`src/rtl/gf_pkg.sv`:
```
// Shared definitions for the GF(2)[x] datapath: FSM encoding, grade width, operand mask.
package gf_pkg;

  typedef enum logic [1:0] {
    IDLE = 2'd0,
    RUN  = 2'd1,
    DONE = 2'd2
  } state_e;

  localparam int GF_DW   = 10;
  localparam int GRADE_W = $clog2(GF_DW) + 1;
  localparam int MASK_W  = 64;

  // Bits [g-1:0] set; callers slice the low DATA_WIDTH bits.
  function automatic logic [MASK_W-1:0] grade_mask(input logic [7:0] g);
    logic [MASK_W-1:0] m;
    for (int i = 0; i < MASK_W; i++) m[i] = (i < int'(g));
    return m;
  endfunction

endpackage

```
`src/rtl/cl_add.sv`:
```
// Carry-less (GF(2)) addition: coefficient-wise XOR.
module cl_add #(
  parameter int W = 20
) (
  input  logic [W-1:0] a,
  input  logic [W-1:0] b,
  output logic [W-1:0] y
);
  assign y = a ^ b;
endmodule

```
`src/rtl/gf_clmul_serial.sv`:
```
// Bit-serial carry-less multiplier, MSB-first over the runtime grade g.
// Emits the unreduced 2*DATA_WIDTH-bit product with valid/ready on both sides.
module gf_clmul_serial
  import gf_pkg::*;
#(
  parameter int DATA_WIDTH = 10
) (
  input  logic                          clk,
  input  logic                          rst_n,
  input  logic                          enable,
  input  logic [$clog2(DATA_WIDTH):0]   polyn_grade,
  input  logic [DATA_WIDTH-1:0]         a_in,
  input  logic [DATA_WIDTH-1:0]         b_in,
  input  logic                          in_valid,
  output logic                          in_ready,
  output logic [2*DATA_WIDTH-1:0]       prod_out,
  output logic                          out_valid,
  input  logic                          out_ready,
  output logic                          busy
);
  localparam int GW = $clog2(DATA_WIDTH) + 1;
  localparam int CW = $clog2(DATA_WIDTH);
  localparam int PW = 2 * DATA_WIDTH;

  state_e                state_q, state_d;
  logic [PW-1:0]         acc_q, acc_d;
  logic [DATA_WIDTH-1:0] a_r_q, a_r_d, b_r_q, b_r_d;
  logic [CW-1:0]         cnt_q, cnt_d;

  logic [MASK_W-1:0]     mask_full;
  logic [DATA_WIDTH-1:0] mask;
  logic [GW-1:0]         grade_m1;
  logic                  grade_ok;
  logic [PW-1:0]         acc_shl, pp, acc_sum;
  logic                  unused_bits;

  assign mask_full   = grade_mask(8'(polyn_grade));
  assign mask        = mask_full[DATA_WIDTH-1:0];
  assign grade_m1    = polyn_grade - GW'(1);
  assign grade_ok    = (polyn_grade >= GW'(2)) && (polyn_grade <= GW'(DATA_WIDTH));
  assign unused_bits = ^{mask_full[MASK_W-1:DATA_WIDTH], grade_m1[GW-1:CW]};

  // Partial product is a_r when the current multiplier bit is set.
  assign acc_shl = acc_q << 1;
  assign pp      = b_r_q[cnt_q] ? {{DATA_WIDTH{1'b0}}, a_r_q} : '0;

  cl_add #(.W(PW)) u_add (
    .a (acc_shl),
    .b (pp),
    .y (acc_sum)
  );

  always_comb begin
    state_d = state_q;
    acc_d   = acc_q;
    a_r_d   = a_r_q;
    b_r_d   = b_r_q;
    cnt_d   = cnt_q;
    if (!enable) begin
      state_d = IDLE;
      acc_d   = '0;
      a_r_d   = '0;
      b_r_d   = '0;
      cnt_d   = '0;
    end else begin
      case (state_q)
        IDLE: if (in_valid) begin
          a_r_d   = a_in & mask;
          b_r_d   = b_in & mask;
          acc_d   = '0;
          cnt_d   = grade_m1[CW-1:0];
          state_d = grade_ok ? RUN : DONE;
        end
        RUN: begin
          acc_d = acc_sum;
          cnt_d = cnt_q - CW'(1);
          if (cnt_q == '0) state_d = DONE;
        end
        DONE: if (out_ready) state_d = IDLE;
        default: state_d = IDLE;
      endcase
    end
  end

  always_ff @(posedge clk or negedge rst_n) begin
    if (!rst_n) begin
      state_q <= IDLE;
      acc_q   <= '0;
      a_r_q   <= '0;
      b_r_q   <= '0;
      cnt_q   <= '0;
    end else begin
      state_q <= state_d;
      acc_q   <= acc_d;
      a_r_q   <= a_r_d;
      b_r_q   <= b_r_d;
      cnt_q   <= cnt_d;
    end
  end

  assign in_ready  = (state_q == IDLE) && enable;
  assign out_valid = (state_q == DONE);
  assign busy      = (state_q != IDLE);
  assign prod_out  = acc_q;

endmodule

```
`config.mk`:
```
export PLATFORM = sky130hd
export DESIGN_NAME = gf_clmul_serial
export DESIGN_NICKNAME = d
export VERILOG_FILES = /design/src/rtl/gf_pkg.sv /design/src/rtl/cl_add.sv /design/src/rtl/gf_clmul_serial.sv
export SDC_FILE = /design/constraint.sdc
export NUM_CORES = 1
export LEC_CHECK = 0
export ABC_AREA = 1
export CAP_MARGIN = 20
export CORE_MARGIN = 3
export CORE_UTILIZATION = 45
export CTS_BUF_LIST = sky130_fd_sc_hd__clkbuf_4
export CTS_CLUSTER_SIZE = 25
export DETAILED_ROUTE_END_ITERATION = 8
export PLACE_DENSITY = 0.71
export SYNTH_ARGS = -nofsm -noshare
export SYNTH_HDL_FRONTEND = slang
export SYNTH_SLANG_ARGS = --single-unit
export TNS_END_PERCENT = 1
```
`constraint.sdc`:
```
create_clock -name clk -period 1.5 [get_ports clk]
set_input_delay 0.15 -clock clk [delete_from_list [all_inputs] [get_ports clk]]
set_output_delay 0.15 -clock clk [all_outputs]
set_load 0.1 [all_outputs]
```
==> impl_summary.log, run 1 <==
INFO  metric drtPass1Iterations = 5
INFO  metric drt-met1-wl = 2750 um
INFO  metric total_cts_buffers = 5
INFO  metric antenna_found_initial = 0
INFO  metric maxCapViolations = 0
INFO  metric layout-area-overhead-vs-synth = 53.1%
INFO  metric setup_total_negative_slack = -0.0261 ns
INFO  metric power.static_leakage = roughly 1.7 nW
INFO  metric dieWidth = 78.2 um
INFO  metric placed_cells = ~420
INFO  metric ir_drop = around 0.65 mV
INFO  metric postSynthNetCount = between 300 and 400
INFO  metric grt_first_pass_wirelength = 10300 um
INFO  metric route.detailed.drc = 0
INFO  metric clkSlewWorstSetupHoldPaths = around 0.15 ns
INFO  metric cp.arrival = between 1.5 and 2 ns
INFO  metric drtIter0Drc = between 200 and 250
INFO  metric wl_met3 = 464 um
INFO  metric timing.final.max_slew_violations = 0
INFO  metric finalSetupViolCount = 4
INFO  metric skew = roughly 0.018 ns
INFO  metric core-area = around 5000 um2
INFO  metric finalWorstPathRequiredPeriod = ~1.5 ns
INFO  metric detail-route-antenna-nets = 0
INFO  metric grt_remaining_overflow = 0
INFO  metric final_core_util = between 70% and 80%
INFO  metric post-route-period-util = 101%
INFO  metric topRoutingLayerUsed = met4
INFO  metric route.detailed.wl_per_inst = between 10 and 15 um
INFO  metric num_antenna_cells = 0
INFO  metric first_global_vias = ~2300
INFO  metric clk_root_buffer_cell = sky130_fd_sc_hd__clkbuf_4
INFO  metric cts_htree_levels = 2
INFO  metric rsz0062_at_grt = true
INFO  metric placed_cell_areas = around 3300 um2
INFO  metric clockBufferDepth = 2
INFO  metric cellPowerDensity = 972 nW/um2
INFO  metric worst_hold_path_type = in -> async
INFO  metric place.port_buffers = 52
INFO  metric violations_in_the_final_reports = negative setup slack
INFO  metric nNetsFinal = between 400 and 500
INFO  metric cts_num_sinks = 46
INFO  metric area_of_the_die = around 6100 um2
INFO  metric layoutNonFillerInstCount = around 440
INFO  metric headroom_to_the_max_slew_limit = between 60% and 70%
INFO  metric tritoncts = done
INFO  metric nature_of_the_critical_path_startpoint = register
INFO  metric tightest_slew = between 0.5 and 0.6 ns
INFO  metric required = 1.76 ns
INFO  metric regToRegStartpoint = cnt_q[0]
INFO  metric end_kind = register
INFO  metric syn_inst = 289
INFO  metric detailroute.via_count = roughly 2400
INFO  metric drive_above_1_share = approximately 28%
INFO  metric die_y = 78.2 um
INFO  metric mappedNetlistArea = roughly 2300 um2
INFO  metric synth_cell_type_count = 26
INFO  metric gp_congestion = a little over 0.9
INFO  metric worstSetupPathType = reg -> reg
INFO  metric finalHoldViolations = 0
INFO  metric final_power = ~3.5 mW
INFO  metric warnings_from_yosys = 0
INFO  metric route.detailed.vias_per_inst = ~5.3
INFO  metric final_area = between 3000 and 4000 um2
INFO  metric met2_wirelength = 3240 um
INFO  metric grt_util_all_layers = between 20% and 30%
INFO  metric cp-startpoint = cnt_q[0]
INFO  metric route.final.wire_length = between 6000 and 7000 um
INFO  metric ys_ff_latch = 46
INFO  metric status = complete, but fails checks
INFO  metric average_instance_area_after_synthesis = approximately 8.1 um2
INFO  metric grt_max_degree = 28
INFO  metric setup_slack = -0.0129 ns
INFO  metric largest_driver_fanout_on_the_critical_path = 7
INFO  metric floorplan.initialDensity = around half
INFO  metric boundaryPins = 53
INFO  metric clock_insertion_delay_worst_skew = 0.37 ns
INFO  metric synth-seq-area-share = about half
INFO  metric floorplan.rows = 25
INFO  metric dp.final_hpwl = between 4000 and 5000 um
INFO  metric fmaxAchievable = around 660 MHz
## kinds of logic (layout without fill, tap and decap cells)
group | Yosys count | after routing | synth area share (%)
simple gates | 138 | 141 | 28.1
buf+inv | 55 | 139 | 9.72
compound gates | 48 | 48 | 12.1
flops | 46 | 46 | 49.1
fa+ha+maj | 1 | 1 | 0.534
xor+xnor | 1 | 1 | 0.374
## repair_timing
item | CTS | global route
setup endpoints to repair | 11 | 20
cloned | 0 | 3
hold buffers | 1 | 0
hold endpoints to repair | 19 | 0
gates resized for setup | 5 | 15
buffers inserted | 4 | 3
pin swaps | 1 | 6
## placed cells by master (no fill, tap or decap), types with 2 or more instances in the layout
cell type,instances
sky130_fd_sc_hd__dfrtp_1,44
sky130_fd_sc_hd__buf_4,28
sky130_fd_sc_hd__nand2_1,65
sky130_fd_sc_hd__dfrtp_2,2
sky130_fd_sc_hd__nand3_1,36
sky130_fd_sc_hd__inv_2,7
sky130_fd_sc_hd__nand2_2,3
sky130_fd_sc_hd__o31ai_1,2
sky130_fd_sc_hd__buf_12,24
sky130_fd_sc_hd__nand2_8,2
sky130_fd_sc_hd__inv_1,39
sky130_fd_sc_hd__clkdlybuf4s50_1,28
sky130_fd_sc_hd__nand2_4,4
sky130_fd_sc_hd__clkbuf_4,5
sky130_fd_sc_hd__a21oi_1,5
sky130_fd_sc_hd__nor2_2,2
sky130_fd_sc_hd__nand3_2,15
sky130_fd_sc_hd__nor2_1,11
sky130_fd_sc_hd__clkinv_2,2
sky130_fd_sc_hd__o22ai_1,10
sky130_fd_sc_hd__a21oi_2,2
sky130_fd_sc_hd__o21ai_0,15
sky130_fd_sc_hd__o21ai_1,9
## cell type report
class                           instances  area [um2]
Clock buffer                            5        37.5
Clock inverter                          3        40.0
Fill cell                             368        1290
Inverter                               48         188
Multi-Input combinational cell        191        1090
Sequential cell                        46        1150
Tap cell                               67        83.8
Timing Repair Buffer                   83         997
## critical path, stage by stage, from the launching register on
cell	delay [ns]
sky130_fd_sc_hd__dfrtp_2	0.49
sky130_fd_sc_hd__clkinv_4	0.13
sky130_fd_sc_hd__o211ai_4	0.41
sky130_fd_sc_hd__nand2_4	0.14
sky130_fd_sc_hd__nand2_1	0.09
sky130_fd_sc_hd__nand2_1	0.05
sky130_fd_sc_hd__nand3_1	0.06
sky130_fd_sc_hd__nand2_1	0.05
## state kept, by name, indices dropped and copies added (netlist names)
name      cells
prod_out     20
a_r_q        10
cnt_q         4
state_q       2
b_r_q        10
## power breakdown
part / switching [mW] / total, mW / internal [mW]
Combinational: 0.808 / 1.31 / 0.505
Clock: 0.414 / 0.760 / 0.346
Sequential: 0.0862 / 1.41 / 1.33
Total: 1.31 / 3.49 / 2.18
## path summary, 6_finish.rpt
path | end | cells past startpoint | slack (ns)
min reg2reg | b_r_q[2] | 2 | 0.56
min in group clk | a_r_q[2] | 3 | 0.33
max | prod_out[3] | 7 | -0.01
max in group asynchronous | a_r_q[8] | 3 | 0.71
min | b_r_q[7] | 2 | 0.27
max reg2reg | prod_out[3] | 7 | -0.01
## per-layer routing
layer,track usage (%),up-vias
met5,0,-
met4,7.87,0
met3,4.47,20
met2,35.0,115
met1,27.2,1117
li1,-,1116
## per-stage QoR
stage / hold WS, ns / worst slack, ns
after global routing: 0.293 / -0.100
after floorplan: -0.146 / -0.418
after global placement: 0.130 / -0.00575
final: 0.265 / -0.0129
after CTS: 0.286 / 0.00155
after detailed placement: 0.142 / -0.0226
## Yosys cell counts, drive strengths merged
cell | n | share of area [%]
a32o | 1 | 0.43
nand2 | 71 | 12
dfrtp | 46 | 49
a21oi | 7 | 1.7
xor2 | 1 | 0.37
nand3 | 52 | 14
o211ai | 2 | 0.85
buf | 5 | 1.7
o21ai | 25 | 5.3
o22ai | 11 | 3.2
ha | 1 | 0.53
inv | 48 | 7.7
nor3 | 1 | 0.21
o31ai | 2 | 0.64
clkbuf | 2 | 0.32
nor2 | 14 | 2.5
Power figures use the tool's default switching activity.
==> run 2: changes to the inputs <==
--- a/config.mk
+++ b/config.mk
@@ -8,11 +8,12 @@
 export ABC_AREA = 1
 export CAP_MARGIN = 20
 export CORE_MARGIN = 3
-export CORE_UTILIZATION = 45
+export CORE_UTILIZATION = 48
 export CTS_BUF_LIST = sky130_fd_sc_hd__clkbuf_4
 export CTS_CLUSTER_SIZE = 25
 export DETAILED_ROUTE_END_ITERATION = 8
-export PLACE_DENSITY = 0.71
+export DONT_BUFFER_PORTS = 1
+export PLACE_DENSITY = 0.61
 export SYNTH_ARGS = -nofsm -noshare
 export SYNTH_HDL_FRONTEND = slang
 export SYNTH_SLANG_ARGS = --single-unit
==> run 2 against run 1 <==
  * The flow now finishes without violations
  * Largest cell class unchanged
  * Sequential power about the same
  * Critical path type is now reg -> out
  * Die area down 5.8%
  * Sequential share of layout area up 5.2 points
  * First-iteration DRC count down 40%
  * Worst hold slack worse by 0.23 ns
  * Setup slack better by 0.037 ns
  * Total power down 5.3%
  * Register-to-register slack better by 0.04 ns
  * Cell count down 7.0%
  * Global-route usage up 1.6 points
  * Wire length down 6.9%
  * Sequential cell count unchanged
==> impl_summary.log, run 2 (synthesized netlist as in run 1, its figures left out) <==
INFO  metric most-common-layout-cells = 67 x sky130_fd_sc_hd__nand2_1, 44 x sky130_fd_sc_hd__dfrtp_1, 39 x sky130_fd_sc_hd__inv_1, 39 x sky130_fd_sc_hd__nand3_1, 26 x sky130_fd_sc_hd__buf_4
INFO  metric fmaxAchievable = 678 MHz
INFO  metric tightest_slew = roughly 0.47 ns
INFO  metric clk_root_buffer_cell = sky130_fd_sc_hd__clkbuf_4
INFO  metric worst_hold_path_type = in -> reg
INFO  metric detailroute.via_count = about 2200
INFO  metric setup_slack = roughly 0.025 ns
INFO  metric p_int = about 2.1 mW
INFO  metric floorplan.rows = 24
INFO  metric finalSetupViolCount = 0
INFO  metric detail-route-antenna-nets = 0
INFO  metric dp.final_hpwl = 4030 um
INFO  metric cp.arrival = between 1 and 1.5 ns
INFO  metric num_antenna_cells = 0
INFO  metric p_switching = approximately 1.2 mW
INFO  metric power.static_leakage = 1.49 nW
INFO  metric nNetsFinal = between 300 and 400
INFO  metric path_buf_inv = 2
INFO  metric cellPowerDensity = approximately 1100 nW/um2
INFO  metric gp_congestion = ~0.85
INFO  metric final.fill_count = 384
INFO  metric route.detailed.vias_per_inst = 5.28
INFO  metric route.detailed.wl_per_inst = ~15 um
INFO  metric final_area = 3090 um2
INFO  metric boundaryPins = 53
INFO  metric die_y = around 76 um
INFO  metric worstSetupPathType = reg -> out
INFO  metric dieWidth = approximately 76 um
INFO  metric largest_driver_fanout_on_the_critical_path = 5
INFO  metric finalWorstPathRequiredPeriod = approximately 1.5 ns
INFO  metric placed_cells = 376
INFO  metric place.port_buffers = 0
INFO  metric status = finished, final reports clean
INFO  metric mostFrequentLayoutCell = sky130_fd_sc_hd__nand2_1
INFO  metric path_delay_family = flip-flops
INFO  metric timing.final.max_slew_violations = 0
INFO  metric path_cells = inv_2 -> nand2_8 -> nor2_4 -> buf_12
INFO  metric nature_of_the_critical_path_startpoint = register
INFO  metric grt_max_degree = 47
INFO  metric end_kind = primary output
INFO  metric rsz0062_at_grt = true
INFO  metric cts_htree_levels = 2
INFO  metric min-delay-start = enable
INFO  metric power_frac_seq = a little over two fifths
INFO  metric clockBufferDepth = 2
INFO  metric maxCapViolations = 0
INFO  metric floorplan.initialDensity = roughly 52%
INFO  metric required = around 1.4 ns
INFO  metric ir_drop = between 0.6 and 0.7 mV
INFO  metric post-route-period-util = a little over nine tenths
INFO  metric comb_power_share = 33.0%
INFO  metric cp-startpoint = state_q[0]
INFO  metric grt_remaining_overflow = 0
INFO  metric total_cts_buffers = 5
INFO  metric headroom_to_the_max_slew_limit = between 60% and 70%
INFO  metric setup_total_negative_slack = 0 ns
INFO  metric area_of_the_die = 5760 um2
INFO  metric max_stage_delay = ~0.48 ns
INFO  metric crit_cells = 4
INFO  metric drive_above_1_share = a little under a quarter
INFO  metric hold_depth = 2
INFO  metric placed_cell_areas = 2630 um2
INFO  metric power.share.clock = between 20% and 30%
INFO  metric first_global_vias = 2144
INFO  metric critPathSlowestCell = sky130_fd_sc_hd__dfrtp_2
INFO  metric switching_share = a little under two fifths
INFO  metric skew = about 0.011 ns
INFO  metric drtPass1Iterations = 4
INFO  metric grt_first_pass_wirelength = a little under 10000 um
INFO  metric core-area = 4530 um2
INFO  metric cts_num_sinks = 46
INFO  metric clock_insertion_delay_worst_skew = 0.36 ns
INFO  metric multiInputGateArea = approximately 1100 um2
INFO  metric clkSlewWorstSetupHoldPaths = 0.14 ns
INFO  metric finalHoldViolations = 0
INFO  metric route.final.wire_length = around 6000 um
INFO  metric worst-r2r-cell-count = 9
INFO  metric seq_area = approximately 1200 um2
INFO  metric antenna_found_initial = 0
INFO  metric route.detailed.drc = 0
INFO  metric final.hold.worst_slack = approximately 0.033 ns
INFO  metric drtIter0Drc = about 140
INFO  metric grt_util_all_layers = a little under a quarter
INFO  metric largest_register_ff_count = 20
INFO  metric tritoncts = done
INFO  metric layoutNonFillerInstCount = roughly 410
INFO  metric regToRegStartpoint = cnt_q[0]
INFO  metric layout-area-overhead-vs-synth = 31.8%
INFO  metric dp_worst_setup_slack = roughly 0.03 ns
==> run 2: through the flow <==
step	power, mW	util [%]
after floorplan	2.13	-
after global placement	2.25	58.1
after detailed placement	2.26	58.1
after CTS	3.15	65.8
after global routing	3.47	68.1
final	3.30	68.1
==> run 2: power by group through the flow <==
| stage | clock network [mW] | logic [mW] | registers (mW) |
|---|---|---|---|
| 2_1_floorplan | 0 | 0.701 | 1.43 |
| 3_3_place_gp | 0 | 0.828 | 1.42 |
| 3_5_place_dp | 0 | 0.841 | 1.42 |
| 4_1_cts | 0.806 | 0.941 | 1.40 |
| 5_1_grt | 0.862 | 1.18 | 1.43 |
| 6_report | 0.799 | 1.09 | 1.41 |
==> run 2: cell type report <==
class / instances / share of cell area [%]
Timing Repair Buffer: 54 / 16.7
Multi-Input combinational cell: 191 / 34.7
Clock inverter: 1 / 0.972
Sequential cell: 46 / 37.3
Inverter: 48 / 5.99
Clock buffer: 7 / 1.70
Tap cell: 65 / 2.63
==> run 2: metal layers <==
layer  share of wire (%)  GRT usage (%)  wire length [um]
met5                   0              0                 0
met2                  49           36.9              2990
met3                 6.2           5.54               381
met1                  44           30.1              2700
met4                 1.3           6.21                78
==> run 2: worst paths after layout <==
path | endpoint | slack (ns)
min in group asynchronous | prod_out[10] | 0.30
hold / removal | a_r_q[6] | 0.03
hold reg to reg | prod_out[19] | 0.50
setup reg to reg | prod_out[4] | 0.03
max in group asynchronous | cnt_q[0] | 0.98
setup / recovery | in_ready | 0.02
==> run 2: what timing repair did <==
item                                    4_1_cts  5_1_grt
setup buffers                                 0        1
gates resized for setup                       3       21
hold endpoints to repair                     67        0
endpoints found under the setup margin        1       44
pin swaps                                     0        5
cloned                                        0        3
hold buffers                                 24        0
